[config.mk]
export PLATFORM = sky130hd
export DESIGN_NAME = de0_nano_bootrom_arb
export DESIGN_NICKNAME = d
export VERILOG_FILES = /design/src/rtl/de0_nano_bootrom_arb_pkg.sv /design/src/rtl/de0_nano_wb_watchdog.sv /design/src/rtl/de0_nano_bootrom_arb.sv
export SDC_FILE = /design/constraint.sdc
export NUM_CORES = 1
export LEC_CHECK = 0
export CAP_MARGIN = 20
export CORE_AREA = 2 2 80 82
export CTS_BUF_LIST = sky130_fd_sc_hd__clkbuf_8
export DETAILED_ROUTE_END_ITERATION = 7
export DIE_AREA = 0 0 82 84
export DONT_BUFFER_PORTS = 1
export PLACE_DENSITY = 0.41
export SLEW_MARGIN = 40
export SYNTH_ARGS = -nofsm -noshare
export SYNTH_HDL_FRONTEND = slang
export SYNTH_SLANG_ARGS = --single-unit
[constraint.sdc]
create_clock -name wb_clk_i -period 1.45 [get_ports wb_clk_i]
set_input_delay 0.0725 -clock wb_clk_i [delete_from_list [all_inputs] [get_ports wb_clk_i]]
set_output_delay 0.0725 -clock wb_clk_i [all_outputs]
set_load 0.005 [all_outputs]
[src/rtl/de0_nano_bootrom_arb_pkg.sv]
// Shared types and constants for the DE0-Nano boot ROM Wishbone arbiter.
//   arb_state_t     : arbiter ownership state
//   NUM_MASTERS     : number of arbitrated Wishbone masters
//   IDLE_LAST_RESET : value of the round-robin "last owner" after reset
package de0_nano_bootrom_arb_pkg;

    typedef enum logic [1:0] {
        IDLE = 2'd0,
        OWN0 = 2'd1,
        OWN1 = 2'd2
    } arb_state_t;

    localparam int unsigned NUM_MASTERS     = 2;
    // Master 1 counts as the previous owner so master 0 wins the first tie.
    localparam logic        IDLE_LAST_RESET = 1'b1;

    // Ownership state for a given master index.
    function automatic arb_state_t own_state(input logic i_master);
        return i_master ? OWN1 : OWN0;
    endfunction

endpackage

[src/rtl/de0_nano_wb_watchdog.sv]
// Wishbone bus-cycle watchdog.
// Counts consecutive cycles in which a strobe is outstanding without an
// acknowledge and raises a one-cycle timeout pulse on the TIMEOUT-th such cycle.
//   i_clk, i_rst : clock, asynchronous active-high reset
//   i_active     : a bus owner exists; low clears the counter
//   i_stb        : strobe presented to the slave
//   i_ack        : slave acknowledge (beats a same-cycle timeout)
//   o_timeout    : combinational pulse, high for exactly the expiring cycle
module de0_nano_wb_watchdog #(
    parameter int unsigned TIMEOUT = 255
) (
    input  logic i_clk,
    input  logic i_rst,
    input  logic i_active,
    input  logic i_stb,
    input  logic i_ack,
    output logic o_timeout
);

    localparam int unsigned CW = (TIMEOUT > 1) ? $clog2(TIMEOUT) : 1;
    localparam logic [CW-1:0] LAST = CW'(TIMEOUT - 1);

    logic [CW-1:0] r_count;
    logic          w_wait;

    assign w_wait    = i_active & i_stb & ~i_ack;
    assign o_timeout = w_wait & (r_count == LAST);

    // Any cycle that is not a plain wait, including the expiring one, restarts the count.
    always_ff @(posedge i_clk or posedge i_rst) begin
        if (i_rst) begin
            r_count <= '0;
        end else if (!w_wait || o_timeout) begin
            r_count <= '0;
        end else begin
            r_count <= r_count + 1'b1;
        end
    end

endmodule

[src/rtl/de0_nano_bootrom_arb.sv]
// Two-master round-robin Wishbone arbiter in front of the boot ROM.
// Ownership is held for a whole cyc assertion; an IDLE turnaround cycle
// separates owners. A watchdog returns err to the owner if the ROM never acks.
//   wb_clk_i, wb_rst_i               : clock, asynchronous active-high reset
//   m0_* (instruction), m1_* (data)  : master ports (adr/cyc/stb in, dat/ack/err out)
//   s_*                              : boot ROM slave port
module de0_nano_bootrom_arb
    import de0_nano_bootrom_arb_pkg::*;
#(
    parameter int unsigned AW      = 32,
    parameter int unsigned TIMEOUT = 255
) (
    input  logic          wb_clk_i,
    input  logic          wb_rst_i,
    input  logic [AW-1:0] m0_adr_i,
    input  logic          m0_cyc_i,
    input  logic          m0_stb_i,
    output logic [31:0]   m0_dat_o,
    output logic          m0_ack_o,
    output logic          m0_err_o,
    input  logic [AW-1:0] m1_adr_i,
    input  logic          m1_cyc_i,
    input  logic          m1_stb_i,
    output logic [31:0]   m1_dat_o,
    output logic          m1_ack_o,
    output logic          m1_err_o,
    output logic [AW-1:0] s_adr_o,
    output logic          s_cyc_o,
    output logic          s_stb_o,
    input  logic [31:0]   s_dat_i,
    input  logic          s_ack_i
);

    arb_state_t             r_state;
    logic                   r_last;
    logic [NUM_MASTERS-1:0] w_req;
    logic                   w_own0;
    logic                   w_own1;
    logic                   w_own_cyc;
    logic                   w_own_stb;
    logic                   w_timeout;

    assign w_req  = {m1_cyc_i, m0_cyc_i};
    assign w_own0 = (r_state == OWN0);
    assign w_own1 = (r_state == OWN1);

    // stb only counts while the owner also holds cyc.
    assign w_own_cyc = (w_own0 & m0_cyc_i) | (w_own1 & m1_cyc_i);
    assign w_own_stb = (w_own0 & m0_cyc_i & m0_stb_i) | (w_own1 & m1_cyc_i & m1_stb_i);

    always_ff @(posedge wb_clk_i or posedge wb_rst_i) begin
        if (wb_rst_i) begin
            r_state <= IDLE;
            r_last  <= IDLE_LAST_RESET;
        end else begin
            unique case (r_state)
                IDLE: begin
                    if (&w_req) begin
                        r_state <= own_state(~r_last);
                    end else if (w_req[0]) begin
                        r_state <= OWN0;
                    end else if (w_req[1]) begin
                        r_state <= OWN1;
                    end
                end
                OWN0, OWN1: begin
                    if (!w_own_cyc) begin
                        r_state <= IDLE;
                        r_last  <= w_own1;
                    end
                end
                default: r_state <= IDLE;
            endcase
        end
    end

    de0_nano_wb_watchdog #(
        .TIMEOUT (TIMEOUT)
    ) u_watchdog (
        .i_clk     (wb_clk_i),
        .i_rst     (wb_rst_i),
        .i_active  (w_own0 | w_own1),
        .i_stb     (w_own_stb),
        .i_ack     (s_ack_i),
        .o_timeout (w_timeout)
    );

    // Output mux depends only on registered ownership plus the owner's live inputs.
    always_comb begin
        s_adr_o  = '0;
        m0_dat_o = '0;
        m1_dat_o = '0;
        if (w_own0) begin
            s_adr_o  = m0_adr_i;
            m0_dat_o = s_dat_i;
        end else if (w_own1) begin
            s_adr_o  = m1_adr_i;
            m1_dat_o = s_dat_i;
        end
        s_cyc_o  = w_own_cyc;
        s_stb_o  = w_own_stb & ~w_timeout;
        m0_ack_o = w_own0 & w_own_stb & s_ack_i;
        m1_ack_o = w_own1 & w_own_stb & s_ack_i;
        m0_err_o = w_own0 & w_timeout;
        m1_err_o = w_own1 & w_timeout;
    end

endmodule

==> results.json, run 1 <==
{
  "path_clk_slew_ps": 50,
  "drtAntennaViolNets": 0,
  "syn_area_um2": 1470,
  "worstPathRequired_ps": 1380,
  "hold_viol": 1,
  "grt_pass1_wl_um": 9150,
  "row_count": 29,
  "worstPathBufferInverterCount": 2,
  "drt_iter0_markers": 39,
  "overflow": 0,
  "fin_util_pct": 38.9,
  "period_needed_ps": 1760,
  "syn_nets": 290,
  "top_layer": "met4",
  "crit_path_cell_trace": "inv_2 > ha_4 > buf_6 > nand3_4 > a211o_4 > nor4_4",
  "io_buffers": 0,
  "drive_above_1_share_pct": 50.7,
  "wl_um": 7110,
  "place_hpwl_um": 4960,
  "drt_first_pass_iters": 4,
  "vias_per_cell": 5.56,
  "die_area_um2": 6890,
  "wl_met3_um": 742,
  "drc": 0,
  "cts_buffer_depth": 2,
  "status": "complete, but fails checks",
  "grt.total_usage_pct": 18.4,
  "ys.warnings.count": 0,
  "cts_tree": "built",
  "cts_max_level": 1,
  "setup_ws_ps": -307,
  "setup_violations": 113,
  "initial_core_util_pct": 24.1,
  "nFillCells": 613,
  "crit_cells": 6,
  "cts_sinks": 11,
  "synth_edf_count": 0,
  "die_w_um": 82,
  "place.gp.congestion": 0.717,
  "cap_viol_max_count": 0,
  "synthTopCellsByArea": "and2_1 (27%), a22o_1 (20%), dfrtp_1 (17%)",
  "max_slew_margin_pct": 70.4,
  "max_slew.worst_pin.slew_ps": 444,
  "yosysTopAreaCellShare_pct": 27.3,
  "worst_r2r_path_depth": 6,
  "hold_ws_ps": -3.05,
  "p_leak_uw": 0.00102,
  "cp_slowest_cell": "dfrtp_1",
  "synthCells": 182,
  "synth.distinct_cells": 33,
  "nets": 320,
  "critPathTopFamily": "flip-flops",
  "hold_depth": 2,
  "min_period_over_period_pct": 121,
  "clk_latency_ps": 250,
  "dr_wl_met2_um": 3800,
  "worstSetupEndpointType": "output pin",
  "ioPinCount": 205,
  "core_um2": 6100,
  "grt_pass1_vias": 1486,
  "slew_viol_final": 0,
  "die_h_um": 84,
  "antenna_found_initial": 1,
  "cts-root-buf": "clkbuf_8",
  "ys_async_sr_fraction_pct": 100,
  "crit_fanout": 4,
  "num_vias": 1611,
  "critPathArrivalTime_ps": 1680,
  "wl_met1_um": 2510,
  "peakVddDrop_mv": 0.649,
  "yosysTopAreaCell": "and2_1",
  "power_density_nw_per_um2": 2010,
  "crit_type": "register to output pin",
  "critPathMaxStageDelay_ps": 410,
  "hold_class": "primary input to register",
  "ys_seq_elements": 11,
  "skew_ps": 4.42,
  "synthToLayoutAreaGrowth_pct": 61.9,
  "place_ws_ps": -179,
  "start_kind": "register",
  "synthFlopType": "dfrtp_1",
  "violations": "negative hold slack, negative setup slack",
  "max_freq_mhz": 569,
  "syn_area_per_cell_um2": 8.06,
  "wl_per_cell_um": 24.5,
  "rsz0062_at_grt": "true",
  "numCtsBuffers": 3,
  "power.total_uw": 4770,
  "ys_seq_area_share_pct": 18.9,
  "grt_max_degree": 27
}
==> state kept, by name (all words and copies together), names as in the netlist <==
| name | count |
|---|---|
| r_last | 1 |
| u_watchdog.r_count | 8 |
| r_state | 2 |
==> cell usage after synthesis, types with 2 or more instances <==
cell      count
a211oi_2      2
a21boi_0      2
a21oi_1       2
a22o_1       33
and2_1       64
and3_1        2
buf_2         4
clkbuf_1      9
dfrtp_1      10
ha_1          5
inv_1         8
nand2_1       2
nand3_1       7
nor2_1        2
nor2_2        2
nor3_1        5
o21ai_0       3
o31ai_1       2
or3_1         3
xor2_1        2
==> where the power goes <==
group / internal (uW) / switching (uW) / total, uW
Combinational: 2290 / 1750 / 4050
Clock: 190 / 138 / 328
Sequential: 358 / 39.9 / 398
Total: 2840 / 1930 / 4770
==> layout by cell type (no fill, tap or decap), drive strengths merged, types with 2 or more instances in the layout <==
| master | n |
|---|---|
| buf | 35 |
| ha | 5 |
| diode | 2 |
| a22o | 33 |
| a211oi | 2 |
| and2 | 64 |
| a21oi | 2 |
| clkbuf | 6 |
| o21ai | 3 |
| and3 | 2 |
| or3 | 3 |
| inv | 8 |
| nor2 | 4 |
| dfrtp | 10 |
| nor3 | 5 |
| a21boi | 2 |
| nand2 | 2 |
| o31ai | 2 |
| nand3 | 8 |
| xor2 | 2 |
==> per-layer routing <==
layer / vias to the layer above / GRT usage, %
met5: - / 0
met4: 0 / 6.21
met3: 5 / 5.52
met2: 114 / 31.3
met1: 786 / 21.6
li1: 706 / -
==> worst paths after layout <==
| path | startpoint | slack (ps) | endpoint |
|---|---|---|---|
| setup / recovery | r_state[1] | -310 | m1_err_o |
| hold / removal | m0_cyc_i | -3 | r_state[0] |
| setup reg to reg | r_state[1] | -260 | r_state[1] |
| hold reg to reg | r_last | 490 | r_last |
| max in group asynchronous | wb_rst_i | 840 | r_last |
| min in group asynchronous | wb_rst_i | 270 | u_watchdog.r_count[4] |
==> layout make-up <==
class / instances / area [um2] / area share [%]
multi-input combinational: 148 / 1360 / 57.3
timing repair buffer: 40 / 557 / 23.5
sequential: 11 / 277 / 11.6
tap: 77 / 96.3 / 4.06
clock buffer: 3 / 41.3 / 1.74
inverter: 8 / 32.5 / 1.37
clock inverter: 1 / 5.00 / 0.211
antenna: 2 / 5.00 / 0.211
==> metrics by stage <==
step	hold WS, ps	area [um2]	instances	setup TNS [ps]
2_1_floorplan	-75.8	1490	182	-348
3_3_place_gp	3.55	1670	262	-1560
3_5_place_dp	3.18	1670	262	-1980
4_1_cts	0.992	2190	281	-20960
5_1_grt	6.60	2370	290	-27560
6_report	-3.05	2370	290	-20750
==> cell families (layout without fill, tap and decap cells) <==
group | count (synthesis) | after routing | share of synthesized area [%]
adders and majority gates | 5 | 5 | 4.27
and+or+nand+nor | 92 | 92 | 40.0
muxes | 2 | 2 | 1.45
xor gates and xnor gates | 3 | 3 | 1.79
AOI/OAI and AO/OA | 46 | 46 | 26.6
other | 0 | 2 | 0
buffers and inverters | 23 | 52 | 7.00
DFF | 11 | 11 | 18.9
==> what timing repair did <==
action / CTS / global route
cloned: 5 / 3
setup endpoints to repair: 96 / 113
pin swaps: 14 / 14
buffers inserted: 9 / 7
hold buffers: 1 / 0
gates resized for setup: 67 / 19
endpoints found under the hold margin: 10 / 0
Note: power is estimated with default switching activity, not from simulation.
==> run 2: changes to the inputs <==
--- a/config.mk
+++ b/config.mk
@@ -6,12 +6,14 @@
 export NUM_CORES = 1
 export LEC_CHECK = 0
 export CAP_MARGIN = 20
+export CELL_PAD_IN_SITES_DETAIL_PLACEMENT = 1
+export CELL_PAD_IN_SITES_GLOBAL_PLACEMENT = 1
 export CORE_AREA = 2 2 80 82
 export CTS_BUF_LIST = sky130_fd_sc_hd__clkbuf_8
 export DETAILED_ROUTE_END_ITERATION = 7
 export DIE_AREA = 0 0 82 84
 export DONT_BUFFER_PORTS = 1
-export PLACE_DENSITY = 0.41
+export PLACE_DENSITY = 0.59
 export SLEW_MARGIN = 40
 export SYNTH_ARGS = -nofsm -noshare
 export SYNTH_HDL_FRONTEND = slang
==> run 2 against run 1 <==
  * The run ends with negative setup slack left
  * Non-clock buffer count is 2 lower
  * Register-to-register slack better by 30 ps
  * Hold slack better by 22 ps
  * Maximum frequency is 3.5% higher
  * Combinational power is 10% lower
  * Worst setup slack better by 59 ps
  * Clock skew is 4.4 ps higher
  * Global-route usage is 0.45 points lower
  * Sequential power hardly changed
  * Critical endpoint is now s_adr_o[8]
  * Largest power group unchanged
==> results.json, run 2 (same netlist as run 1, synthesis figures left out) <==
{
  "status": "complete, but fails checks",
  "violations": "negative setup slack",
  "hold_depth": 2,
  "slew_viol_final": 0,
  "min_period_over_period_pct": 117,
  "cts-root-buf": "clkbuf_8",
  "grt_max_degree": 23,
  "path_clk_slew_ps": 50,
  "clk_latency_ps": 250,
  "cp_slowest_cell": "dfrtp_1",
  "die_w_um": 82,
  "power.total_uw": 4360,
  "max_slew.worst_pin.slew_ps": 473,
  "drtAntennaViolNets": 0,
  "setup_ws_ps": -248,
  "vias_per_cell": 5.59,
  "wl_um": 6850,
  "io_buffers": 0,
  "antenna_found_initial": 1,
  "r2r-end": "r_state[1]",
  "rsz0062_at_grt": "true",
  "num_vias": 1599,
  "peakVddDrop_mv": 0.786,
  "dr_wl_met2_um": 3830,
  "grt_pass1_wl_um": 9140,
  "numCtsBuffers": 3,
  "worstSetupEndpointType": "output pin",
  "start_kind": "register",
  "critPathArrivalTime_ps": 1630,
  "layout_commonest_cell": "and2_1",
  "row_count": 29,
  "drt_first_pass_iters": 4,
  "p_sw_share_pct": 40.4,
  "reg2reg_slack_ps": -230,
  "nets": 318,
  "reg.largest.list": "u_watchdog.r_count: 8 flops, r_state: 2 flops, r_last: 1 flops",
  "drc": 0,
  "crit_type": "register to output pin",
  "crit_fanout": 6,
  "largest_reg_flops": 8,
  "worstPathRequired_ps": 1380,
  "die_area_um2": 6890,
  "skew_ps": 8.84,
  "final_cell_mix": "and2_1 (35), a22o_1 (30), and2_4 (29)",
  "max_slew_margin_pct": 68.4,
  "place_ws_ps": -253,
  "grt_pass1_vias": 1573,
  "wl_per_cell_um": 23.9,
  "power_density_nw_per_um2": 1970,
  "die_h_um": 84,
  "power.switching_uw": 1760,
  "synthToLayoutAreaGrowth_pct": 51.0,
  "p_clk_share_pct": 7.3,
  "regMostFlops": "u_watchdog.r_count",
  "min_from": "m0_cyc_i",
  "cap_viol_max_count": 0,
  "max_freq_mhz": 589,
  "period_needed_ps": 1700,
  "ioPinCount": 205,
  "top_layer": "met5",
  "initial_core_util_pct": 24.1,
  "cts_tree": "built",
  "drive_above_1_share_pct": 47.4,
  "num_antenna_cells": 0,
  "critPathMaxStageDelay_ps": 430,
  "cts_max_level": 1,
  "setup_tns_ps": -19400,
  "worst_r2r_path_depth": 6,
  "hold_class": "primary input to register",
  "p_leak_uw": 0.000976,
  "power.share.combinational_pct": 83.5,
  "place.gp.congestion": 0.773,
  "hold_viol": 0,
  "wl_met3_um": 507,
  "place_hpwl_um": 4770,
  "cts_sinks": 11,
  "p_int_uw": 2600,
  "overflow": 0,
  "r2r-start": "r_state[0]",
  "wl_met1_um": 2470,
  "cts_buffer_depth": 2,
  "core_um2": 6100,
  "seq_power_share_pct": 9.2,
  "hold_end": "r_state[0]",
  "drt_iter0_markers": 26,
  "setup_violations": 108,
  "crit_path_cell_trace": "inv_2 > ha_4 > buf_8 > nor2_4 > buf_4 > clkbuf_16 > a22o_4",
  "grt.total_usage_pct": 18.0
}
==> run 2: through the flow <==
step	instances	util, %	hold slack [ps]	cell area [um2]
finish	286	36.3	19.4	2210
global route	286	36.3	18.8	2210
CTS	279	34.4	18.1	2100
detailed placement	262	27.4	-2.44	1670
global placement	262	27.4	-7.14	1670
floorplan	182	-	-75.8	1490
==> run 2: worst max path at each step <==
stage / depth (start not counted) / endpoint / from
after floorplan: 6 / r_state[1] / r_state[1]
after global routing: 7 / s_adr_o[12] / r_state[1]
after detailed placement: 5 / u_watchdog.r_count[3] / r_state[0]
final: 7 / s_adr_o[8] / r_state[1]
after CTS: 6 / s_adr_o[17] / r_state[1]
after global placement: 5 / u_watchdog.r_count[6] / r_state[0]
==> run 2: what timing repair did <==
action,in CTS,in global routing
buffers inserted,8,6
pin swaps,1,5
resized for setup,52,19
endpoints found under the hold margin,10,0
cloned,5,3
hold buffers,1,0
endpoints found under the setup margin,111,113
==> run 2: power groups by stage <==
| stage | Sequential, uW | Combinational [uW] | Clock (uW) |
|---|---|---|---|
| floorplan | 383 | 1630 | 0 |
| global placement | 385 | 2290 | 0 |
| detailed placement | 390 | 2320 | 0 |
| CTS | 400 | 3290 | 328 |
| global route | 408 | 3900 | 353 |
| finish | 400 | 3640 | 320 |
==> run 2: critical path: cells and delay by family, from the launching register on <==
family / cells / cell delay [ps]
flops: 1 / 430
fa+ha+maj: 1 / 170
compound gates: 1 / 220
buf+inv: 4 / 520
simple gates: 1 / 40
==> run 2: final cells by class <==
| type | count | area, um2 |
|---|---|---|
| Fill cell | 713 | 3880 |
| Multi-Input combinational cell | 148 | 1280 |
| Timing Repair Buffer | 38 | 489 |
| Sequential cell | 11 | 277 |
| Tap cell | 77 | 96.3 |
| Clock buffer | 3 | 41.3 |
| Inverter | 8 | 30.0 |
| Clock inverter | 1 | 3.75 |
==> run 2: routing by layer <==
metal	GRT usage, %	vias to the layer above
li1	-	693
met1	21.5	789
met2	33.3	111
met3	2.38	4
met4	3.64	2
met5	0	-
